===== src/rtl/mips_pkg.sv =====
// Shared MIPS definitions.
// Holds the R-type funct codes used by the main controller, the ALU decoder
// and the multiply/divide sequencer, plus the sequencer's state encoding.
package mips_pkg;

    localparam logic [5:0] FUNCT_MFHI  = 6'h10;
    localparam logic [5:0] FUNCT_MTHI  = 6'h11;
    localparam logic [5:0] FUNCT_MFLO  = 6'h12;
    localparam logic [5:0] FUNCT_MTLO  = 6'h13;
    localparam logic [5:0] FUNCT_MULT  = 6'h18;
    localparam logic [5:0] FUNCT_MULTU = 6'h19;
    localparam logic [5:0] FUNCT_DIV   = 6'h1A;
    localparam logic [5:0] FUNCT_DIVU  = 6'h1B;

    typedef enum logic [2:0] {
        S_IDLE = 3'd0,
        S_MUL  = 3'd1,
        S_DIV  = 3'd2,
        S_FIX  = 3'd3,
        S_DONE = 3'd4
    } muldiv_state_t;

endpackage


===== src/rtl/muldiv_ctrl.sv =====
// Multicycle multiply/divide sequencer owning the HI/LO register pair.
// Runs MULT/MULTU (shift-add) and DIV/DIVU (restoring), one bit per clock,
// on a shared 2*WIDTH accumulator and one WIDTH-bit adder/subtractor.
// MTHI/MTLO write HI/LO directly; MFHI/MFLO read combinationally via result.
//
// Ports:
//   clk, reset      clock, synchronous active-high reset
//   start, funct    command strobe and R-type funct field
//   srca, srcb      rs / rt operand values
//   busy, done      op in flight / one-cycle completion pulse
//   hi, lo          HI and LO registers
//   result          hi for MFHI, lo for MFLO, else 0
//
// state  | meaning
// S_IDLE | waiting for start; services MTHI/MTLO
// S_MUL  | one shift-add step per cycle, WIDTH cycles
// S_DIV  | one restoring-divide step per cycle, WIDTH cycles
// S_FIX  | apply result signs and write HI/LO
// S_DONE | done pulse, start ignored
module muldiv_ctrl
    import mips_pkg::*;
#(
    parameter int WIDTH = 32
) (
    input  logic             clk,
    input  logic             reset,
    input  logic             start,
    input  logic [5:0]       funct,
    input  logic [WIDTH-1:0] srca,
    input  logic [WIDTH-1:0] srcb,
    output logic             busy,
    output logic             done,
    output logic [WIDTH-1:0] hi,
    output logic [WIDTH-1:0] lo,
    output logic [WIDTH-1:0] result
);

    localparam int CW = $clog2(WIDTH + 1);

    muldiv_state_t state, state_nxt;

    logic [2*WIDTH-1:0] acc;
    logic [WIDTH-1:0]   opb;
    logic [CW-1:0]      cnt;
    logic               is_div;
    logic               neg_q;
    logic               neg_r;

    function automatic logic [2*WIDTH-1:0] negate_if(input logic [2*WIDTH-1:0] v,
                                                     input logic n);
        return n ? -v : v;
    endfunction

    // Operand decode at issue
    logic             op_mul, op_div, op_signed, sign_a, sign_b;
    logic [WIDTH-1:0] abs_a, abs_b;

    assign op_mul    = (funct == FUNCT_MULT) || (funct == FUNCT_MULTU);
    assign op_div    = (funct == FUNCT_DIV)  || (funct == FUNCT_DIVU);
    assign op_signed = (funct == FUNCT_MULT) || (funct == FUNCT_DIV);
    assign sign_a    = op_signed & srca[WIDTH-1];
    assign sign_b    = op_signed & srcb[WIDTH-1];
    assign abs_a     = sign_a ? -srca : srca;
    assign abs_b     = sign_b ? -srcb : srcb;

    // Shared adder. For divide it subtracts the divisor from the low WIDTH
    // bits of the shifted remainder; the bit shifted out of the top counts as
    // an extra 2^WIDTH, so the trial result is non-negative if that bit is set
    // or the subtraction did not borrow (carry out set).
    logic [WIDTH-1:0] add_a, add_b;
    logic [WIDTH:0]   sum;
    logic             div_ok;

    assign add_a  = is_div ? acc[2*WIDTH-2:WIDTH-1] : acc[2*WIDTH-1:WIDTH];
    assign add_b  = is_div ? ~opb : (acc[0] ? opb : '0);
    assign sum    = ({1'b0, add_a} + {1'b0, add_b}) + (WIDTH+1)'(is_div);
    assign div_ok = acc[2*WIDTH-1] | sum[WIDTH];

    logic [2*WIDTH-1:0] prod_fix, quot_fix, rem_fix;

    assign prod_fix = negate_if(acc, neg_q);
    assign quot_fix = negate_if({{WIDTH{1'b0}}, acc[WIDTH-1:0]}, neg_q);
    assign rem_fix  = negate_if({{WIDTH{1'b0}}, acc[2*WIDTH-1:WIDTH]}, neg_r);

    always_ff @(posedge clk) begin
        if (reset) state <= S_IDLE;
        else       state <= state_nxt;
    end

    always_comb begin
        state_nxt = state;
        case (state)
            S_IDLE: begin
                if (start && op_mul)      state_nxt = S_MUL;
                else if (start && op_div) state_nxt = S_DIV;
            end
            S_MUL, S_DIV: begin
                if (cnt == CW'(WIDTH - 1)) state_nxt = S_FIX;
            end
            S_FIX:   state_nxt = S_DONE;
            S_DONE:  state_nxt = S_IDLE;
            default: state_nxt = S_IDLE;
        endcase
    end

    always_ff @(posedge clk) begin
        if (reset) begin
            acc    <= '0;
            opb    <= '0;
            cnt    <= '0;
            is_div <= 1'b0;
            neg_q  <= 1'b0;
            neg_r  <= 1'b0;
            hi     <= '0;
            lo     <= '0;
        end else begin
            case (state)
                S_IDLE: begin
                    if (start) begin
                        if (funct == FUNCT_MTHI) hi <= srca;
                        if (funct == FUNCT_MTLO) lo <= srca;
                        if (op_mul || op_div) begin
                            // multiply: multiplier in acc low, multiplicand in opb
                            // divide:   dividend in acc low, divisor in opb
                            acc    <= {{WIDTH{1'b0}}, (op_mul ? abs_b : abs_a)};
                            opb    <= op_mul ? abs_a : abs_b;
                            is_div <= op_div;
                            neg_q  <= sign_a ^ sign_b;
                            neg_r  <= sign_a;
                            cnt    <= '0;
                        end
                    end
                end
                S_MUL: begin
                    acc <= {sum, acc[WIDTH-1:1]};
                    cnt <= cnt + 1'b1;
                end
                S_DIV: begin
                    if (div_ok) acc <= {sum[WIDTH-1:0], acc[WIDTH-2:0], 1'b1};
                    else        acc <= {acc[2*WIDTH-2:0], 1'b0};
                    cnt <= cnt + 1'b1;
                end
                S_FIX: begin
                    if (is_div) begin
                        lo <= quot_fix[WIDTH-1:0];
                        hi <= rem_fix[WIDTH-1:0];
                    end else begin
                        {hi, lo} <= prod_fix;
                    end
                end
                default: ;
            endcase
        end
    end

    assign busy = (state == S_MUL) || (state == S_DIV) || (state == S_FIX);
    assign done = (state == S_DONE);

    always_comb begin
        result = '0;
        if (funct == FUNCT_MFHI)      result = hi;
        else if (funct == FUNCT_MFLO) result = lo;
    end

endmodule

===== config.mk =====
export PLATFORM = sky130hd
export DESIGN_NAME = muldiv_ctrl
export DESIGN_NICKNAME = d
export VERILOG_FILES = /design/src/rtl/mips_pkg.sv /design/src/rtl/muldiv_ctrl.sv
export SDC_FILE = /design/constraint.sdc
export NUM_CORES = 1
export LEC_CHECK = 0
export BUFFER_PORTS_ARGS = -buffer_cell sky130_fd_sc_hd__buf_2
export CAP_MARGIN = 40
export CORE_MARGIN = 2
export CORE_UTILIZATION = 55
export CTS_CLUSTER_SIZE = 10
export DETAILED_ROUTE_END_ITERATION = 6
export GPL_TIMING_DRIVEN = 1
export MAX_ROUTING_LAYER = met4
export PLACE_DENSITY = 0.82
export SLEW_MARGIN = 25
export SYNTH_ARGS = -nofsm -noshare
export SYNTH_HDL_FRONTEND = slang
export SYNTH_SLANG_ARGS = --single-unit
export TNS_END_PERCENT = 100

===== constraint.sdc =====
create_clock -name clk -period 6.6 [get_ports clk]
set_input_delay 0.66 -clock clk [delete_from_list [all_inputs] [get_ports clk]]
set_output_delay 0.66 -clock clk [all_outputs]
set_load 0.005 [all_outputs]

==> flow_metrics.env, run 1 <==
export IMPL_rsz0062_at_grt="no"
export IMPL_drive_gt1_frac=0.1573
export IMPL_ys_ff_latch=172
export IMPL_worst_slack_ns=2.261
export IMPL_worstPathCellList="buf_4 > mux2i_1 > fa_1 > inv_1 > fa_1 > a21o_1 > a221oi_2 > nor3_1 > nor4_2 > o21a_2 > o211ai_2 > buf_4 > mux2_2 > a221oi_1 > nor3_1"
export IMPL_relSlewSlack=0.4323
export IMPL_post_route_min_period_ns=4.339
export IMPL_fillers=2255
export IMPL_power_density_nw_per_um2=165.8
export IMPL_path_max_fanout=42
export IMPL_synth_top_family_by_area="compound AO/OA/AOI/OAI gates"
export IMPL_ctsHoldBuffers=0
export IMPL_gp_congestion=1.007
export IMPL_rr_endpoint="acc[47]$_SDFFE_PP0P_"
export IMPL_p_leak_nw=6.134
export IMPL_synth_area_um2=13770
export IMPL_synthCells=1884
export IMPL_cp_end_kind="flop"
export IMPL_pre_cts_ws_ns=2.136
export IMPL_crit_start="is_div$_SDFFE_PP0P_"
export IMPL_cts_buffers=17
export IMPL_grt_pass1_wl_um=77200
export IMPL_rr_startpoint="is_div$_SDFFE_PP0P_"
export IMPL_die_w_um=162.2
export IMPL_whs_path_depth=2
export IMPL_synth_xor_area_frac=0.09094
export IMPL_r2r_slack_ns=2.26
export IMPL_die_area_um2=26320
export IMPL_clock_sinks=172
export IMPL_synth_simple_area_share=0.2237
export IMPL_async_reset_ff_frac=0
export IMPL_clock_skew_ns=0.01908
export IMPL_final_cell_mix="219 x nor2_1, 217 x nand2_1, 172 x dfxtp_1"
export IMPL_irDropWorstVdd_mv=0.1485
export IMPL_antenna_left=0
export IMPL_area_growth_pct=10.78
export IMPL_cp_top_family="compound AO/OA/AOI/OAI gates"
export IMPL_grt_overflow=0
export IMPL_synthesis_nets=1995
export IMPL_hold_path_class="reg2reg"
export IMPL_vias_per_cell=6.767
export IMPL_maxCapViolations=0
export IMPL_die_height_um=162.2
export IMPL_num_vias=15360
export IMPL_setup_viol=0
export IMPL_crit_buf_inv=3
export IMPL_ys_seq_area_frac=0.2500
export IMPL_avgRoutedWirePerCell_um=22.52
export IMPL_synth_ff_type="dfxtp_1"
export IMPL_crit_path_start_kind="flop"
export IMPL_synth_adder_area_share=0.03561
export IMPL_drt_iter0_markers=2415
export IMPL_synthMuxAreaShare=0.04697
export IMPL_ys_types=80
export IMPL_placeableCoreArea_um2=24460
export IMPL_finalNonFillerCells=2270
export IMPL_clk_latency_ns=0.45
export IMPL_reg2reg_depth=15
export IMPL_initial_core_util=0.5630
export IMPL_tns_ns=0
export IMPL_register_area_um2=3443
export IMPL_final_nets=2044
export IMPL_antenna_found_initial=1
export IMPL_power_w=0.002529
export IMPL_postCtsSetupRepairBufs=0
export IMPL_synth_edf_count=0
export IMPL_path_depth=15
export IMPL_synth_compound_area_frac=0.2984
export IMPL_finish_utilization=0.6237
export IMPL_hold_viol=0
export IMPL_max_freq_mhz=230.5
export IMPL_clock_root_buffer="clkbuf_16"
export IMPL_path_clk_slew_ns=0.07
export IMPL_grt_max_degree=93
export IMPL_multiInputGateArea_um2=9629
export IMPL_grtUsageTotal=0.3867
export IMPL_first_pass_iters=6
export IMPL_worst_pin_slew_ns=0.8516
export IMPL_dp_hpwl_um=38560
export IMPL_grt_pass1_vias=13259
export IMPL_placed_cells=2234
export IMPL_num_rows=57
export IMPL_slowest_stage="buf_4"
export IMPL_drc=0
export IMPL_cp_data_required_time_ns=6.91
export IMPL_cts_buffer_depth=2
export IMPL_ys_warn_count=0
export IMPL_crit_type="reg2reg"
export IMPL_critPathArrivalTime_ns=4.64
export IMPL_final_common_cell="nor2_1"
export IMPL_slew_viol_final=0
export IMPL_ios=171
export IMPL_max_stage_delay_ns=0.43
export IMPL_synth_area_per_cell_um2=7.310
export IMPL_routed_wl_um=51120
export IMPL_portBuffers=170
export IMPL_outcome="completed"
export IMPL_finalCritPeriodShare=0.6574
export IMPL_cts_htree_levels=4
export IMPL_setup_worst_path_end="acc[47]$_SDFFE_PP0P_"
export IMPL_cts_resized=0
export IMPL_cts_tree="done"
==> final cells by class <==
| cell class | count | share of cell area |
|---|---|---|
| Clock buffer | 19 | 0.02903 |
| Tap cell | 324 | 0.02657 |
| Inverter | 22 | 0.005413 |
| Antenna cell | 1 | 0.0001640 |
| Clock inverter | 12 | 0.006725 |
| Timing Repair Buffer | 200 | 0.07528 |
| Sequential cell | 172 | 0.2257 |
| Multi-Input combinational cell | 1520 | 0.6311 |
==> logic make-up after synthesis <==
kind of cell | count (synthesis)
DFF | 172
adders and majority gates | 38
AOI/OAI and AO/OA | 611
xor gates and xnor gates | 143
muxes | 59
and+or+nand+nor | 669
buffers and inverters | 192
==> worst register-to-register path, stage by stage, from the launching register on <==
cell and delay, ns:
dfxtp_1 0.34, buf_4 0.43, mux2i_1 0.31, fa_1 0.23
inv_1 0.06, fa_1 0.40, a21o_1 0.22, a221oi_2 0.39
nor3_1 0.12, nor4_2 0.40, o21a_2 0.30, o211ai_2 0.12
buf_4 0.23, mux2_2 0.30, a221oi_1 0.27, nor3_1 0.10
==> power breakdown <==
group	total, W	internal [W]	leakage [nW]	switching (W)
combinational	0.000435	0.000152	4.48	0.000284
sequential	0.00111	0.00106	1.39	0.0000464
clock	0.000988	0.000501	0.268	0.000487
==> how the worst min path moves through the flow <==
| stage | start | to | slack, ns |
|---|---|---|---|
| 4_1_cts | opb[25]$_SDFFE_PP0P_ | opb[25]$_SDFFE_PP0P_ | 0.48 |
| 5_1_grt | hi[0]$_SDFFE_PP0P_ | hi[0]$_SDFFE_PP0P_ | 0.51 |
| 2_1_floorplan | opb[10]$_SDFFE_PP0P_ | opb[10]$_SDFFE_PP0P_ | 0.44 |
| 6_report | hi[0]$_SDFFE_PP0P_ | hi[0]$_SDFFE_PP0P_ | 0.48 |
| 3_3_place_gp | opb[27]$_SDFFE_PP0P_ | opb[27]$_SDFFE_PP0P_ | 0.45 |
| 3_5_place_dp | opb[6]$_SDFFE_PP0P_ | opb[6]$_SDFFE_PP0P_ | 0.47 |
==> metrics by stage <==
stage | instance area, um^2 | hold slack, ns
after detailed placement | 14630 | 0.4668
after global placement | 14590 | 0.4508
final | 15260 | 0.4818
after floorplan | 13770 | 0.4419
after global routing | 15260 | 0.5071
after CTS | 15170 | 0.4780
==> state kept, by name (all words and copies together) (netlist names) <==
name	cells
state	3
is_div	1
cnt	6
acc	64
hi	32
opb	32
lo	32
neg_q	1
neg_r	1
==> cells in the mapped netlist (all sizes together) (5+ instances only) <==
cell	instances	area (um^2)
a211oi	41	307.8
a21o	15	112.6
a21oi	134	670.6
a221oi	46	409.1
a22o	32	280.3
a311oi	51	446.7
a31oi	22	137.6
and2	12	77.58
and3	16	100.1
buf	17	87.58
clkbuf	153	578.1
dfxtp	172	3443
ha	36	450.4
inv	22	82.58
mux2	45	506.7
mux2i	14	140.1
nand2	218	818.3
nand2b	13	81.33
nand3	52	260.3
nand4	12	75.07
nor2	219	822.0
nor2b	7	43.79
nor3	51	255.2
nor3b	6	45.04
nor4	18	155.1
o211a	5	50.05
o211ai	36	275.3
o21ai	156	780.7
o221ai	5	43.79
o22ai	5	31.28
o31ai	16	125.1
o41ai	15	161.4
or3	16	110.1
or4	11	82.58
xnor2	97	849.6
xor2	46	402.9
==> per-layer routing <==
metal	track usage	wire [um]	share of wire	vias to the layer above
met5	-	0	0	-
met4	0.1661	2444	0.048	0
met2	0.5619	21710	0.42	1040
met3	0.07201	5792	0.11	123
li1	-	-	-	7015
met1	0.5253	21180	0.41	7182
No activity file was read; power rests on OpenSTA's default activity.
==> run 2, diff against run 1 <==
CORE_UTILIZATION = 54   (was 55)
PLACE_DENSITY = 0.84   (was 0.82)
clock period = 3.55 ns   (was 6.6 ns; I/O delays follow)
==> flow_metrics.env, run 2 (synthesis results as in run 1) <==
export IMPL_grt_overflow=0
export IMPL_cp_data_required_time_ns=3.85
export IMPL_slew_viol_final=0
export IMPL_dp_hpwl_um=40210
export IMPL_clock_root_buffer="clkbuf_16"
export IMPL_failed_checks="setup timing"
export IMPL_drc=0
export IMPL_first_pass_iters=6
export IMPL_power_w=0.004871
export IMPL_ios=171
export IMPL_p_clk_frac=0.387
export IMPL_setup_viol=27
export IMPL_finish_utilization=0.6653
export IMPL_hold_path_class="in2reg"
export IMPL_sequentialPowerShare=0.417
export IMPL_worst_pin_slew_ns=0.8336
export IMPL_drt_iter0_markers=2643
export IMPL_final_nets=2170
export IMPL_placeableCoreArea_um2=25110
export IMPL_clock_skew_ns=0.01784
export IMPL_tns_ns=-2.368
export IMPL_antenna_left=0
export IMPL_reg2reg_depth=15
export IMPL_cp_top_family="compound AO/OA/AOI/OAI gates"
export IMPL_worstPathCellList="buf_4 > buf_12 > mux2_2 > ha_1 > a21o_1 > a221oi_4 > nor3_2 > nor4_2 > buf_4 > o21a_4 > o211ai_4 > buf_12 > mux2_2 > a221oi_1 > a211oi_1"
export IMPL_irDropWorstVdd_mv=0.2633
export IMPL_finalCritPeriodShare=1.047
export IMPL_rr_startpoint="is_div$_SDFFE_PP0P_"
export IMPL_relSlewSlack=0.4443
export IMPL_antenna_found_initial=2
export IMPL_grt_pass1_vias=13859
export IMPL_largest_reg_flops=64
export IMPL_die_area_um2=26800
export IMPL_die_height_um=163.7
export IMPL_combPwrFrac=0.196
export IMPL_cp_end_kind="flop"
export IMPL_worst_slack_ns=-0.1683
export IMPL_die_w_um=163.7
export IMPL_grt_pass1_wl_um=80280
export IMPL_r2r_slack_ns=-0.17
export IMPL_path_clk_slew_ns=0.08
export IMPL_path_max_fanout=10
export IMPL_vias_per_cell=6.679
export IMPL_routed_wl_um=53880
export IMPL_gp_congestion=0.9846
export IMPL_maxCapViolations=0
export IMPL_p_leak_nw=6.917
export IMPL_path_depth=15
export IMPL_outcome="finished, violations left"
export IMPL_final_cell_mix="219 x nor2_1, 216 x nand2_1, 171 x dfxtp_1"
export IMPL_post_route_min_period_ns=3.718
export IMPL_rr_endpoint="acc[33]$_SDFFE_PP0P_"
export IMPL_clk_latency_ns=0.44
export IMPL_regMostFlops="acc"
export IMPL_clock_sinks=172
export IMPL_crit_path_start_kind="flop"
export IMPL_avgRoutedWirePerCell_um=22.41
export IMPL_cts_buffers=17
export IMPL_placed_cell_area_um2=15520
export IMPL_hold_viol=0
export IMPL_ctsHoldBuffers=0
export IMPL_stdcell_area_um2=16710
export IMPL_area_growth_pct=21.30
export IMPL_max_stage_delay_ns=0.38
export IMPL_setup_worst_path_end="acc[33]$_SDFFE_PP0P_"
export IMPL_cts_buffer_depth=2
export IMPL_p_switching_w=0.001585
export IMPL_power_density_nw_per_um2=291.6
export IMPL_critPathArrivalTime_ns=4.02
export IMPL_crit_start="is_div$_SDFFE_PP0P_"
export IMPL_crit_buf_inv=4
export IMPL_rsz0062_at_grt="yes"
export IMPL_cts_htree_levels=4
export IMPL_crit_type="reg2reg"
export IMPL_num_vias=16056
export IMPL_grtUsageTotal=0.3956
export IMPL_initial_core_util=0.5485
export IMPL_portBuffers=170
export IMPL_whs_ns=0.2202
export IMPL_swShare=0.3254
export IMPL_cts_tree="done"
export IMPL_final_common_cell="nor2_1"
export IMPL_drive_gt1_frac=0.2331
export IMPL_grt_max_degree=93
export IMPL_num_rows=58
export IMPL_max_freq_mhz=268.9
export IMPL_internal_power_w=0.003286
export IMPL_slowest_stage="dfxtp_4"
[run 2: cell types whose count changed in the layout (fill, tap and decap cells not counted), sizes merged]
cell / delta
buf: +123
clkbuf: +2
clkinv: +4
clkinvlp: -1
diode: +1
inv: -1
[run 2: worst reg2reg max path: stages, from the launching register on]
cell      delay, ns
dfxtp_4        0.38
buf_4          0.18
buf_12         0.16
mux2_2         0.34
ha_1           0.31
a21o_1         0.20
a221oi_4       0.35
nor3_2         0.11
nor4_2         0.29
buf_4          0.17
o21a_4         0.15
o211ai_4       0.14
buf_12         0.19
mux2_2         0.27
a221oi_1       0.26
a211oi_1       0.09
[run 2: stage by stage]
step                cells  setup WS, ns
finish               2404       -0.1683
global route         2404       -0.2974
CTS                  2391     -0.002659
detailed placement   2352       -0.3096
global placement     2351       -0.2135
floorplan            1884       0.01786
[run 2: worst min path at each step]
stage | startpoint | end | slack (ns) | cells past startpoint
2_1_floorplan | opb[10]$_SDFFE_PP0P_ | opb[10]$_SDFFE_PP0P_ | 0.44 | 2
6_report | srca[12] | hi[12]$_SDFFE_PP0P_ | 0.22 | 3
5_1_grt | srca[16] | hi[16]$_SDFFE_PP0P_ | 0.24 | 3
3_3_place_gp | opb[2]$_SDFFE_PP0P_ | opb[2]$_SDFFE_PP0P_ | 0.45 | 2
3_5_place_dp | opb[27]$_SDFFE_PP0P_ | opb[27]$_SDFFE_PP0P_ | 0.46 | 2
4_1_cts | srca[12] | hi[12]$_SDFFE_PP0P_ | 0.22 | 3
[run 2: area by class of cell]
| cell class | count | area [um^2] |
|---|---|---|
| diodes | 2 | 5.005 |
| repair buffers | 326 | 2181 |
| well taps | 330 | 412.9 |
| clock inverters | 14 | 150.1 |
| clock buffers | 18 | 439.2 |
| flip-flops and latches | 172 | 3447 |
| inverters | 22 | 85.08 |
| multi-input cells | 1520 | 9986 |
| fillers | 2149 | 8403 |
[run 2: power by group through the flow]
| stage | clock network (W) | logic (W) | registers [W] |
|---|---|---|---|
| final | 0.00189 | 0.000953 | 0.00203 |
| after global routing | 0.00195 | 0.00101 | 0.00204 |
| after CTS | 0.00187 | 0.000898 | 0.00203 |
| after detailed placement | 0 | 0.000880 | 0.00207 |
| after global placement | 0 | 0.000864 | 0.00207 |
| after floorplan | 0 | 0.000540 | 0.00205 |
[run 2: timing repair]
| action | CTS | global route |
|---|---|---|
| gates resized for setup | 28 | 55 |
| buffers inserted | 6 | 8 |
| cloned | 1 | 2 |
| pin swaps | 12 | 27 |
| setup endpoints to repair | 30 | 31 |
[run 2: per-layer routing]
layer / track usage / vias up / part of all wire / wire (um)
met4: 0.1651 / 0 / 0.045 / 2413
met1: 0.5291 / 7492 / 0.40 / 21610
met2: 0.5808 / 1125 / 0.43 / 23390
met5: - / - / 0 / 0
met3: 0.08106 / 165 / 0.12 / 6473
li1: - / 7274 / - / -
